File: src/rtl/mvu_jobseq_pkg.sv
// Shared types for the MVU job sequencer.
//   state_t : one-hot controller state (IDLE / RUN / DONE)
//   job_t   : one queued job {countdown, tag} at the default widths
package mvu_jobseq_pkg;

  localparam int unsigned JOB_BCNTDWN = 29;
  localparam int unsigned JOB_BTAG    = 4;
  localparam int unsigned JOB_DEPTH   = 4;

  typedef enum logic [2:0] {
    ST_IDLE = 3'b001,
    ST_RUN  = 3'b010,
    ST_DONE = 3'b100
  } state_t;

  typedef struct packed {
    logic [JOB_BCNTDWN-1:0] countdown;
    logic [JOB_BTAG-1:0]    tag;
  } job_t;

endpackage

File: src/rtl/mvu_job_sequencer_if.sv
// Command/status bundle between the CPU command side and the job sequencer.
//   master : CPU / datapath side (drives start, countdown, tag, step, abort, irq_ack)
//   slave  : the sequencer (drives ready, run, busy, level, remaining,
//            done, done_tag, done_abort, irq, stall_cnt)
interface mvu_job_sequencer_if #(
  parameter int BCNTDWN = 29,
  parameter int DEPTH   = 4,
  parameter int BTAG    = 4
);
  localparam int LW = $clog2(DEPTH) + 1;

  logic               start;
  logic [BCNTDWN-1:0] countdown;
  logic [BTAG-1:0]    tag;
  logic               ready;
  logic               step;
  logic               abort;
  logic               irq_ack;
  logic               run;
  logic               busy;
  logic [LW-1:0]      level;
  logic [BCNTDWN-1:0] remaining;
  logic               done;
  logic [BTAG-1:0]    done_tag;
  logic               done_abort;
  logic               irq;
  logic [31:0]        stall_cnt;

  modport master (
    output start, countdown, tag, step, abort, irq_ack,
    input  ready, run, busy, level, remaining, done, done_tag, done_abort, irq, stall_cnt
  );

  modport slave (
    input  start, countdown, tag, step, abort, irq_ack,
    output ready, run, busy, level, remaining, done, done_tag, done_abort, irq, stall_cnt
  );

endinterface

File: src/rtl/mvu_job_fifo.sv
// Synchronous show-ahead FIFO holding queued jobs.
//   clk, clr : clock, synchronous active-high clear
//   flush    : empties the FIFO (wins over push/pop)
//   push,din : write request and data; ignored when full
//   pop      : read request; ignored when empty
//   dout     : head entry, valid whenever !empty
//   full, empty, level : occupancy status (registered)
module mvu_job_fifo #(
  parameter int DEPTH = 4,
  parameter int WIDTH = 33
) (
  input  logic                     clk,
  input  logic                     clr,
  input  logic                     flush,
  input  logic                     push,
  input  logic [WIDTH-1:0]         din,
  input  logic                     pop,
  output logic [WIDTH-1:0]         dout,
  output logic                     full,
  output logic                     empty,
  output logic [$clog2(DEPTH):0]   level
);
  localparam int AW = $clog2(DEPTH);
  localparam logic [AW:0] LVL_FULL = (AW+1)'(DEPTH);

  logic [WIDTH-1:0] r_mem [DEPTH];
  logic [AW-1:0]    r_wr_ptr;
  logic [AW-1:0]    r_rd_ptr;
  logic [AW:0]      r_level;
  logic             w_push_ok;
  logic             w_pop_ok;

  assign full      = (r_level == LVL_FULL);
  assign empty     = (r_level == '0);
  assign level     = r_level;
  assign w_push_ok = push && !full;
  assign w_pop_ok  = pop && !empty;

  // Head is read combinationally: the sequencer loads the job in the same
  // cycle it pops, so a registered read would add a bubble per job.
  assign dout = r_mem[r_rd_ptr];

  always_ff @(posedge clk) begin
    if (w_push_ok) begin
      r_mem[r_wr_ptr] <= din;
    end
  end

  // Pointers wrap naturally because DEPTH is a power of two.
  always_ff @(posedge clk) begin
    if (clr || flush) begin
      r_wr_ptr <= '0;
      r_rd_ptr <= '0;
      r_level  <= '0;
    end else begin
      if (w_push_ok) r_wr_ptr <= r_wr_ptr + 1'b1;
      if (w_pop_ok)  r_rd_ptr <= r_rd_ptr + 1'b1;
      case ({w_push_ok, w_pop_ok})
        2'b10:   r_level <= r_level + 1'b1;
        2'b01:   r_level <= r_level - 1'b1;
        default: r_level <= r_level;
      endcase
    end
  end

endmodule

File: src/rtl/mvu_job_sequencer.sv
// MVU job sequencer: queues up to DEPTH tagged jobs and runs their cycle
// countdowns back to back, gating the MVU datapath with run.
//   clk, clr : clock, synchronous active-high clear
//   bus      : mvu_job_sequencer_if.slave
//     in : start, countdown, tag (push), step (stall when 0), abort, irq_ack
//     out: ready, run, busy, level, remaining, done, done_tag, done_abort,
//          irq, stall_cnt
// Optional build macro MVU_JOBSEQ_STALLCNT_EN: when defined, stall_cnt counts
// step=0 cycles of the current/last job (saturating); otherwise it is 0.
module mvu_job_sequencer
  import mvu_jobseq_pkg::*;
#(
  parameter int BCNTDWN = 29,
  parameter int DEPTH   = 4,
  parameter int BTAG    = 4
) (
  input  logic                clk,
  input  logic                clr,
  mvu_job_sequencer_if.slave  bus
);
  localparam int LW = $clog2(DEPTH) + 1;
  localparam int JW = BCNTDWN + BTAG;

  state_t             r_state;
  state_t             w_state_next;
  logic [BCNTDWN-1:0] r_counter;
  logic [BTAG-1:0]    r_cur_tag;
  logic [BTAG-1:0]    r_done_tag;
  logic               r_done_abort;
  logic               r_irq;

  logic               w_full;
  logic               w_empty;
  logic [LW-1:0]      w_level;
  logic [JW-1:0]      w_head;
  logic [BCNTDWN-1:0] w_head_cd;
  logic [BTAG-1:0]    w_head_tag;
  logic               w_push;
  logic               w_pop;
  logic               w_enter_done;
  logic               w_abort_done;

  // abort flushes the queue, so neither a push nor a pop may happen with it.
  assign w_push = bus.start && !w_full && !bus.abort;
  assign w_pop  = (r_state == ST_IDLE) && !w_empty && !bus.abort;
  assign {w_head_cd, w_head_tag} = w_head;

  mvu_job_fifo #(
    .DEPTH (DEPTH),
    .WIDTH (JW)
  ) u_fifo (
    .clk   (clk),
    .clr   (clr),
    .flush (bus.abort),
    .push  (w_push),
    .din   ({bus.countdown, bus.tag}),
    .pop   (w_pop),
    .dout  (w_head),
    .full  (w_full),
    .empty (w_empty),
    .level (w_level)
  );

  // ---- FSM: state register ----
  always_ff @(posedge clk) begin
    if (clr) r_state <= ST_IDLE;
    else     r_state <= w_state_next;
  end

  // ---- FSM: next state ----
  always_comb begin
    w_state_next = r_state;
    unique case (r_state)
      ST_IDLE: begin
        // A zero-length job goes straight to DONE without ever running.
        if (w_pop) w_state_next = (w_head_cd != '0) ? ST_RUN : ST_DONE;
      end
      ST_RUN: begin
        if (bus.abort || (bus.step && (r_counter == BCNTDWN'(1))))
          w_state_next = ST_DONE;
      end
      ST_DONE: w_state_next = ST_IDLE;
      default: w_state_next = ST_IDLE;
    endcase
  end

  // ---- FSM: outputs ----
  always_comb begin
    bus.run       = (r_state == ST_RUN);
    bus.done      = (r_state == ST_DONE);
    bus.busy      = (r_state != ST_IDLE) || !w_empty;
    bus.remaining = (r_state == ST_RUN) ? r_counter : '0;
  end

  assign w_enter_done = (w_state_next == ST_DONE) && (r_state != ST_DONE);
  assign w_abort_done = (r_state == ST_RUN) && bus.abort;

  // Job datapath: countdown, tags and sticky interrupt.
  always_ff @(posedge clk) begin
    if (clr) begin
      r_counter    <= '0;
      r_cur_tag    <= '0;
      r_done_tag   <= '0;
      r_done_abort <= 1'b0;
      r_irq        <= 1'b0;
    end else begin
      if (w_pop) begin
        r_counter <= w_head_cd;
        r_cur_tag <= w_head_tag;
      end else if ((r_state == ST_RUN) && bus.step && !bus.abort) begin
        r_counter <= r_counter - 1'b1;
      end
      // done_tag/done_abort are loaded on entry so they are already valid
      // during the DONE pulse; a zero-length job takes its tag from the head.
      if (w_enter_done) begin
        r_done_tag   <= (r_state == ST_IDLE) ? w_head_tag : r_cur_tag;
        r_done_abort <= w_abort_done;
      end
      if (w_enter_done)     r_irq <= 1'b1;
      else if (bus.irq_ack) r_irq <= 1'b0;
    end
  end

  assign bus.ready      = !w_full;
  assign bus.level      = w_level;
  assign bus.done_tag   = r_done_tag;
  assign bus.done_abort = r_done_abort;
  assign bus.irq        = r_irq;

`ifdef MVU_JOBSEQ_STALLCNT_EN
  logic [31:0] r_stall_cnt;

  // Cleared on pop, so it holds the last job's value through DONE/IDLE.
  always_ff @(posedge clk) begin
    if (clr) begin
      r_stall_cnt <= '0;
    end else if (w_pop) begin
      r_stall_cnt <= '0;
    end else if ((r_state == ST_RUN) && !bus.step && (r_stall_cnt != '1)) begin
      r_stall_cnt <= r_stall_cnt + 1'b1;
    end
  end

  assign bus.stall_cnt = r_stall_cnt;
`else
  assign bus.stall_cnt = '0;
`endif

endmodule
File: src/flat_wrapper.sv
// flat-port wrapper written by rule: the top's interface ports become plain ports
module mvu_job_sequencer_flat import mvu_jobseq_pkg::*;
#(
  parameter int BCNTDWN = 29,
  parameter int DEPTH   = 4,
  parameter int BTAG    = 4
)
  (clk, clr, bus_start, bus_countdown, bus_tag, bus_step, bus_abort, bus_irq_ack, bus_ready, bus_run, bus_busy, bus_level, bus_remaining, bus_done, bus_done_tag, bus_done_abort, bus_irq, bus_stall_cnt);
  mvu_job_sequencer_if #(.BCNTDWN(BCNTDWN), .DEPTH(DEPTH), .BTAG(BTAG)) bus_i ();
  input  logic clk;
  input  logic clr;
  input wire logic [$bits(bus_i.start)-1:0] bus_start;
  input wire logic [$bits(bus_i.countdown)-1:0] bus_countdown;
  input wire logic [$bits(bus_i.tag)-1:0] bus_tag;
  input wire logic [$bits(bus_i.step)-1:0] bus_step;
  input wire logic [$bits(bus_i.abort)-1:0] bus_abort;
  input wire logic [$bits(bus_i.irq_ack)-1:0] bus_irq_ack;
  output wire logic [$bits(bus_i.ready)-1:0] bus_ready;
  output wire logic [$bits(bus_i.run)-1:0] bus_run;
  output wire logic [$bits(bus_i.busy)-1:0] bus_busy;
  output wire logic [$bits(bus_i.level)-1:0] bus_level;
  output wire logic [$bits(bus_i.remaining)-1:0] bus_remaining;
  output wire logic [$bits(bus_i.done)-1:0] bus_done;
  output wire logic [$bits(bus_i.done_tag)-1:0] bus_done_tag;
  output wire logic [$bits(bus_i.done_abort)-1:0] bus_done_abort;
  output wire logic [$bits(bus_i.irq)-1:0] bus_irq;
  output wire logic [$bits(bus_i.stall_cnt)-1:0] bus_stall_cnt;
  assign bus_i.start = bus_start;
  assign bus_i.countdown = bus_countdown;
  assign bus_i.tag = bus_tag;
  assign bus_i.step = bus_step;
  assign bus_i.abort = bus_abort;
  assign bus_i.irq_ack = bus_irq_ack;
  assign bus_ready = bus_i.ready;
  assign bus_run = bus_i.run;
  assign bus_busy = bus_i.busy;
  assign bus_level = bus_i.level;
  assign bus_remaining = bus_i.remaining;
  assign bus_done = bus_i.done;
  assign bus_done_tag = bus_i.done_tag;
  assign bus_done_abort = bus_i.done_abort;
  assign bus_irq = bus_i.irq;
  assign bus_stall_cnt = bus_i.stall_cnt;
  mvu_job_sequencer #(.BCNTDWN(BCNTDWN), .DEPTH(DEPTH), .BTAG(BTAG)) u_core (.clk(clk), .clr(clr), .bus(bus_i));
endmodule
File: config.mk
export PLATFORM = sky130hd
export DESIGN_NAME = mvu_job_sequencer_flat
export DESIGN_NICKNAME = d
export VERILOG_FILES = /design/src/rtl/mvu_jobseq_pkg.sv /design/src/rtl/mvu_job_sequencer_if.sv /design/src/rtl/mvu_job_fifo.sv /design/src/rtl/mvu_job_sequencer.sv /design/src/flat_wrapper.sv
export SDC_FILE = /design/constraint.sdc
export NUM_CORES = 1
export LEC_CHECK = 0
export CELL_PAD_IN_SITES_DETAIL_PLACEMENT = 1
export CELL_PAD_IN_SITES_GLOBAL_PLACEMENT = 2
export CORE_MARGIN = 5
export CORE_UTILIZATION = 40
export DETAILED_ROUTE_END_ITERATION = 12
export PLACE_DENSITY_LB_ADDON = 0.1
export SLEW_MARGIN = 20
export SYNTH_ARGS = -nofsm -noshare
export SYNTH_HDL_FRONTEND = slang
export SYNTH_SLANG_ARGS = --single-unit
export TNS_END_PERCENT = 1
File: constraint.sdc
create_clock -name clk -period 7.73 [get_ports clk]
set_clock_uncertainty 0.05 [all_clocks]
set_input_delay 2.319 -clock clk [delete_from_list [all_inputs] [get_ports clk]]
set_output_delay 2.319 -clock clk [all_outputs]
set_load 0.02 [all_outputs]
==> Word-level counts from Yosys, hierarchy flattened <==
Memory sizes are Yosys's and may differ from the RTL's. A register that Yosys moved wholly into a read port is not among the register bits.
Index checks and enable logic that the tools add are counted.
{ "word_totals": {"reg_bits": 49, "mem_bits_rw": 132, "in_bits": 39, "memories": 1} }
{ "op_classes": {"n_addsub": 5, "n_eq_ne": 10, "mux": 15, "n_reduce_logical": 22} }
{ "mem_list": {"columns": ["memory", "words", "width", "rd", "rd_clocked_by_memory_dff", "wr", "line", "text"], "rows": [
  ["u_core.u_fifo.r_mem", 4, 33, 1, 1, 1, "mvu_job_fifo.sv:26", "logic [WIDTH-1:0] r_mem [DEPTH];"]
]} }
{ "ops": {"columns": ["cell", "count"], "rows": [
  ["29-bit 2-to-1 mux", 3],
  ["29-bit by 1-bit equality test with 1-bit output, second input constant", 1],
  ["29-bit nonzero test", 1],
  ["29-bit by 1-bit subtractor with 29-bit output, second input constant", 1],
  ["3-bit case mux with 2 select lines", 2],
  ["1-bit logical AND", 11],
  ["3-bit equality test, second input constant", 3],
  ["3-bit 2-to-1 mux", 3],
  ["2-bit nonzero test", 3],
  ["2-bit by 1-bit adder with 2-bit output, second input constant", 2],
  ["1-bit 2-to-1 mux", 4],
  ["2-bit 2-to-1 mux", 2],
  ["4-bit 2-to-1 mux", 1],
  ["3-bit by 1-bit adder with 3-bit output, second input constant", 1],
  ["3-bit by 1-bit equality test with 1-bit output, second input constant", 1],
  ["3-bit by 2-bit equality test with 1-bit output, second input constant", 1],
  ["1-bit zero test", 3],
  ["3-bit zero test", 1],
  ["1-bit logical OR", 3],
  ["3-bit by 1-bit != test with 1-bit output, second input constant", 1],
  ["3-bit != test, second input constant", 1],
  ["3-bit by 1-bit subtractor with 3-bit output, second input constant", 1],
  ["2-bit by 1-bit equality test with 1-bit output, second input constant", 1],
  ["2-bit equality test, second input constant", 1]
]} }

==> Longest topological paths before layout <==
{ "depth": {"word_depth": 9, "depth_mapped": 12} }

==> Modules after synthesis <==
From an unflattened synthesis, not the netlist that was laid out.
{ "hier_totals": {"hier_cells": 585, "hier_area_um2": 8007.7} }
{ "modules_own_cells": {"columns": ["module", "instances", "cells_each", "area_each_um2", "seq_area_each_um2"], "rows": [
  ["mvu_job_fifo", 1, 229, 5251.3, 4144.0],
  ["mvu_job_sequencer", 1, 356, 2756.4, 840.8]
]} }

==> Least setup slack after synthesis <==
No wires, ideal clock.
{ "synth_timing": {"path_kind": "input-to-reg", "startpoint": "input port bus_abort", "endpoint": "register u_core.u_fifo.r_level[2], in the netlist u_core.u_fifo.level[2]", "setup_time_ps": 71, "arrival_ps": 4454, "setup_slack_ps": 3155, "stages": 10, "cell_sequence": "or3_1 > clkbuf_1 > inv_2 > buf_1 > ha_1 > inv_1 > fa_1 > xor2_1 > or3_1 > a21oi_1"} }
{ "synth_via": {"elab_chain_cells": 5, "word_cells_on_any_way": 10, "classes_between": "eq/ne (2); mux (1); reduce/logical (7)"} }
{ "synth_lines": {"columns": ["item", "line", "text"], "rows": [
  ["from (decl)", "flat_wrapper.sv:16", "input wire logic [$bits(bus_i.abort)-1:0] bus_abort;"],
  ["1-bit zero test (*)", "mvu_job_sequencer.sv:45", "assign w_pop = (r_state == ST_IDLE) && !w_empty && !bus.abort;"],
  ["1-bit logical AND (*)", "mvu_job_sequencer.sv:45", null],
  ["1-bit logical AND (*)", "mvu_job_fifo.sv:37", "assign w_pop_ok = pop && !empty;"],
  ["named net u_core.u_fifo.w_pop_ok", "mvu_job_fifo.sv:31", "logic w_pop_ok;"],
  ["2-bit by 1-bit equality test with 1-bit output / 2-bit equality test (equally long branches)", "mvu_job_fifo.sv:58", "case ({w_push_ok, w_pop_ok})"],
  ["3-bit case mux with 2 select lines / 2-bit nonzero test (equally long branches)", null, null],
  ["to (signal assigned)", "mvu_job_fifo.sv:59", "2'b10: r_level <= r_level + 1'b1;"],
  ["to (signal assigned)", "mvu_job_fifo.sv:60", "2'b01: r_level <= r_level - 1'b1;"],
  ["to (signal assigned)", "mvu_job_fifo.sv:61", "default: r_level <= r_level;"],
  ["to (decl)", "mvu_job_fifo.sv:29", "logic [AW:0] r_level;"]
]} }
The timed path passes the listed nets; every way through them passes the cells marked *.
A chain may end at the register's enable or synchronous reset.

==> Worst setup path after layout <==
{ "layout_timing": {"startpoint": "input port bus_abort", "endpoint": "register u_core.u_fifo.r_level[2], in the netlist u_core.u_fifo.level[2]"} }
{ "layout_via": {"elab_chain_cells": 5, "word_cells_on_any_way": 10, "classes_between": "eq/ne (2); mux (1); reduce/logical (7)"} }
{ "layout_lines": {"columns": ["item", "line"], "rows": [
  ["1-bit zero test", "mvu_job_sequencer.sv:44, mvu_job_sequencer.sv:45"],
  ["1-bit logical AND, on equally long branches", "mvu_job_sequencer.sv:45, mvu_job_sequencer.sv:44"],
  ["1-bit logical AND, on equally long branches", "mvu_job_fifo.sv:37, mvu_job_fifo.sv:36"],
  ["2-bit by 1-bit equality test with 1-bit output / 2-bit equality test (equally long branches)", "mvu_job_fifo.sv:58"],
  ["3-bit case mux with 2 select lines / 2-bit nonzero test (equally long branches)", null]
]} }
Parallel ways exist; a longest one is shown, timed or not.

==> results by group <==
Finish
  – Fraction of final layout cells sized beyond drive strength 1: 12.7%
  – Fin nets: 697
  – Synthesis-to-layout area growth: 20.3%
  – Ant. Diodes: 0

Clock network
  – Root Buffer: clkbuf_16
  – Post-CTS resize count: 0
  – CTS max path bufs: 2
  – Post-CTS Setup Bufs: 0
  – Clock insertion delay at the later pin of the skew report: 0.44 ns
  – CTS Sinks: 183
  – Clock transition at path regs: roughly 0.080 ns
  – TritonCTS clock tree: built
  – Num CTS Buffers: 17
  – CTS Hold Bufs: 0
  – H-tree depth: 4

Setup path
  – Critical R2R Capture: u_core.bus.done_abort$_SDFFE_PP0P_
  – CP peak stage delay: 0.54 ns
  – Worst Setup SP: bus_abort
  – Critical Path, Cell by Cell: clkdlybuf4s50_1 > or3_1 > buf_4 > inv_2 > ha_1 > inv_1 > fa_1 > xor2_1 > or3_1 > a21oi_1
  – Worst Path Required: 8.04 ns
  – Most common cell on crit path: or3_1
  – Path depth of the worst reg2reg path: 7
  – WP depth: 10
  – Crit path to: u_core.u_fifo.level[2]$_SDFFE_PP0P_
  – Setup Crit Path Kind: in2reg
  – R2r setup slk: 4.08 ns
  – CP max stage cell: clkdlybuf4s50_1
  – Buf+Inv Stages, Crit Path: 4
  – Startpoint Class: input pin
  – Crit path capture type: register
  – Delay-heaviest family, CP: buffers and inverters
  – Critical Path Fanout Max: 37
  – Worst EP arrival: 5.43 ns

Floorplan
  – Ports: 113
  – Initial Utilization: 40.3%
  – Placement Rows: 51
  – Die W: around 150 um
  – Die Ht: 149 um
  – Placeable Area: 19300 um^2
  – Die footprint: 22300 um^2

Power and ir drop
  – Clk network pwr share: 42.1%
  – Max VDD drop: between 0.15 and 0.2 mV
  – NetSw: 0.530 mW
  – Sw frac: 25.3%
  – Static leakage: 3.09 nW
  – Internal power: between 1.5 and 2 mW
  – Pwr dens: around 220 nW/um^2
  – Combinational fraction of design power: approximately 6.4%
  – Sequential fraction of design power: between 50% and 60%

Global route
  – Largest net degree at the start of global routing: 38
  – Gr usage total: 16.6%
  – First-pass GRT wire length: roughly 28000 um
  – Vias in the first global route: 5015
  – Initial antenna violation count: 0
  – Grt ovf: 0

Timing
  – Crit share post-route: 66.3%
  – Setup_tns: 0 ns
  – Worst Tran Pin Value: 1.01 ns
  – Final setup viols: 0
  – Max-slew headroom: 31.9%
  – Pins over their slew limit: 0
  – Peak Freq: 195 MHz
  – Min Hold Slack: 0.416 ns
  – RSZ-0062 raised after global routing: false
  – Hold Vio Cnt, Final: 0
  – Min Clock Period, post-route: between 5 and 6 ns

Drt
  – Remaining DRCs: 0
  – DR WL/cell: 19.7 um
  – Post-route ant nets: 0
  – Drt total wl: 18300 um
  – Vias per cell: 5.23
  – Detailed-router iteration count before antenna repair: 4
  – DR iter-0 viols: about 280
  – Detailed-route via count: between 4000 and 5000

Synth
  – Count leader, synth: edfxtp_1
  – Post-synth top area cell: edfxtp_1
  – Number of flops mapped to enable cells by yosys: 132
  – Synth top cells by count: 132 x edfxtp_1, 51 x dfxtp_1, 47 x nor2_1
  – Yosys warning count: 0
  – FFs w/ async S/R, synth: 0%
  – Average cell area after synthesis: 13.6 um^2
  – Synth area leaders: edfxtp_1 51%, dfxtp_1 13%, mux4_2 9.6%
  – Syn Inst Count: 570
  – Sequential area share after synthesis: 64.2%
  – Synth cell types: 48
  – Mapped Area: 7760 um^2
  – Synthesized flop and latch total: 183
  – Top_reg_cell synth: edfxtp_1
  – Share of the synthesized area in the top cell type: roughly half

Job
  – Max-Cap Viols: 0

Place
  – Number of port buffers: 80
  – DP Wirelength: 12400 um
  – Gpl congestion: roughly 0.77

Status
  – Status: complete, no violations

Min path
  – Hold crit path type: reg2reg
-- worst min-delay path by stage --
stage	cells after the start	endpoint	start
floorplan	2	u_core.r_cur_tag[0]$_SDFFE_PP0P_	u_core.r_cur_tag[0]$_SDFFE_PP0P_
global placement	2	u_core.r_cur_tag[3]$_SDFFE_PP0P_	u_core.r_cur_tag[3]$_SDFFE_PP0P_
detailed placement	2	u_core.r_cur_tag[1]$_SDFFE_PP0P_	u_core.r_cur_tag[1]$_SDFFE_PP0P_
CTS	2	u_core.r_cur_tag[1]$_SDFFE_PP0P_	u_core.r_cur_tag[1]$_SDFFE_PP0P_
global route	2	u_core.r_cur_tag[1]$_SDFFE_PP0P_	u_core.r_cur_tag[1]$_SDFFE_PP0P_
finish	2	u_core.r_cur_tag[1]$_SDFFE_PP0P_	u_core.r_cur_tag[1]$_SDFFE_PP0P_
-- metrics by stage --
| step | setup WS, ns | util, % | instance area, um^2 | power, mW | std cells |
|---|---|---|---|---|---|
| finish | 2.60 | 48.5 | 9340 | 2.09 | 928 |
| global placement | 2.25 | 45.3 | 8740 | 1.23 | 896 |
| detailed placement | 2.18 | 45.3 | 8740 | 1.24 | 896 |
| floorplan | 3.16 | - | 7880 | 1.19 | 601 |
| CTS | 2.62 | 48.5 | 9340 | 2.11 | 928 |
| global route | 2.47 | 48.5 | 9340 | 2.17 | 928 |
-- flip-flops by register name, indices dropped and copies added (netlist names), named ones only --
| name | cells |
|---|---|
| u_core.bus.done_abort | 1 |
| u_core.u_fifo.r_wr_ptr | 2 |
| u_core.r_state | 3 |
| u_core.r_counter | 29 |
| u_core.u_fifo.level | 3 |
| u_core.u_fifo.r_mem | 132 |
| u_core.bus.done_tag | 4 |
| u_core.bus.irq | 1 |
| u_core.u_fifo.r_rd_ptr | 2 |
| u_core.r_cur_tag | 4 |
-- cell usage in the layout (no fill, tap or decap), types with 10 or more instances in the layout --
cell type	Yosys	layout
conb_1	1	32
a21oi_1	37	37
edfxtp_1	132	132
nand2_1	35	35
and2_1	34	34
inv_1	13	13
o21ai_0	10	10
nor4_1	10	10
nor2_1	47	47
clkdlybuf4s50_1	0	80
clkbuf_16	0	17
mux4_2	33	33
dfxtp_1	51	49
a31oi_1	11	11
-- cells by family (layout without fill, tap and decap cells) --
family	count (synthesis)	count (layout)	share of synthesized area [%]
mux	35	35	9.85
xor+xnor	6	6	0.677
simple gates	177	177	11.7
compound gates	88	88	7.06
fa+ha+maj	8	8	1.39
other cells	1	32	0.0483
flops	183	183	64.2
buf+inv	72	134	5.09
-- layer usage --
metal  global-route usage (%)  part of all wire, %
met1                     22.9                   47
met2                     26.7                   47
met3                     3.16                  4.4
met4                     5.31                  1.4
met5                        0                    0
-- power groups by stage --
stage,registers [mW],logic [mW],clock network (mW)
2_1_floorplan,1.10,0.0918,0
3_3_place_gp,1.10,0.132,0
3_5_place_dp,1.10,0.134,0
4_1_cts,1.08,0.135,0.901
5_1_grt,1.08,0.146,0.945
6_report,1.08,0.135,0.880
-- tightest hold or removal path: cells and delay by family (launching register included) --
kind	cells	cell delay, ns
flip-flops	1	0.32
AO/OA/AOI/OAI	1	0.05
AND/OR/NAND/NOR	1	0.05
-- cell type report --
cell class,count,area (um^2)
clock buffer,17,425
tap,265,332
fill,1958,9930
sequential,183,4990
clock inverter,15,179
inverter,14,52.6
timing repair buffer,88,861
multi-input combinational,346,2500
(Power assumes the default switching activity.)
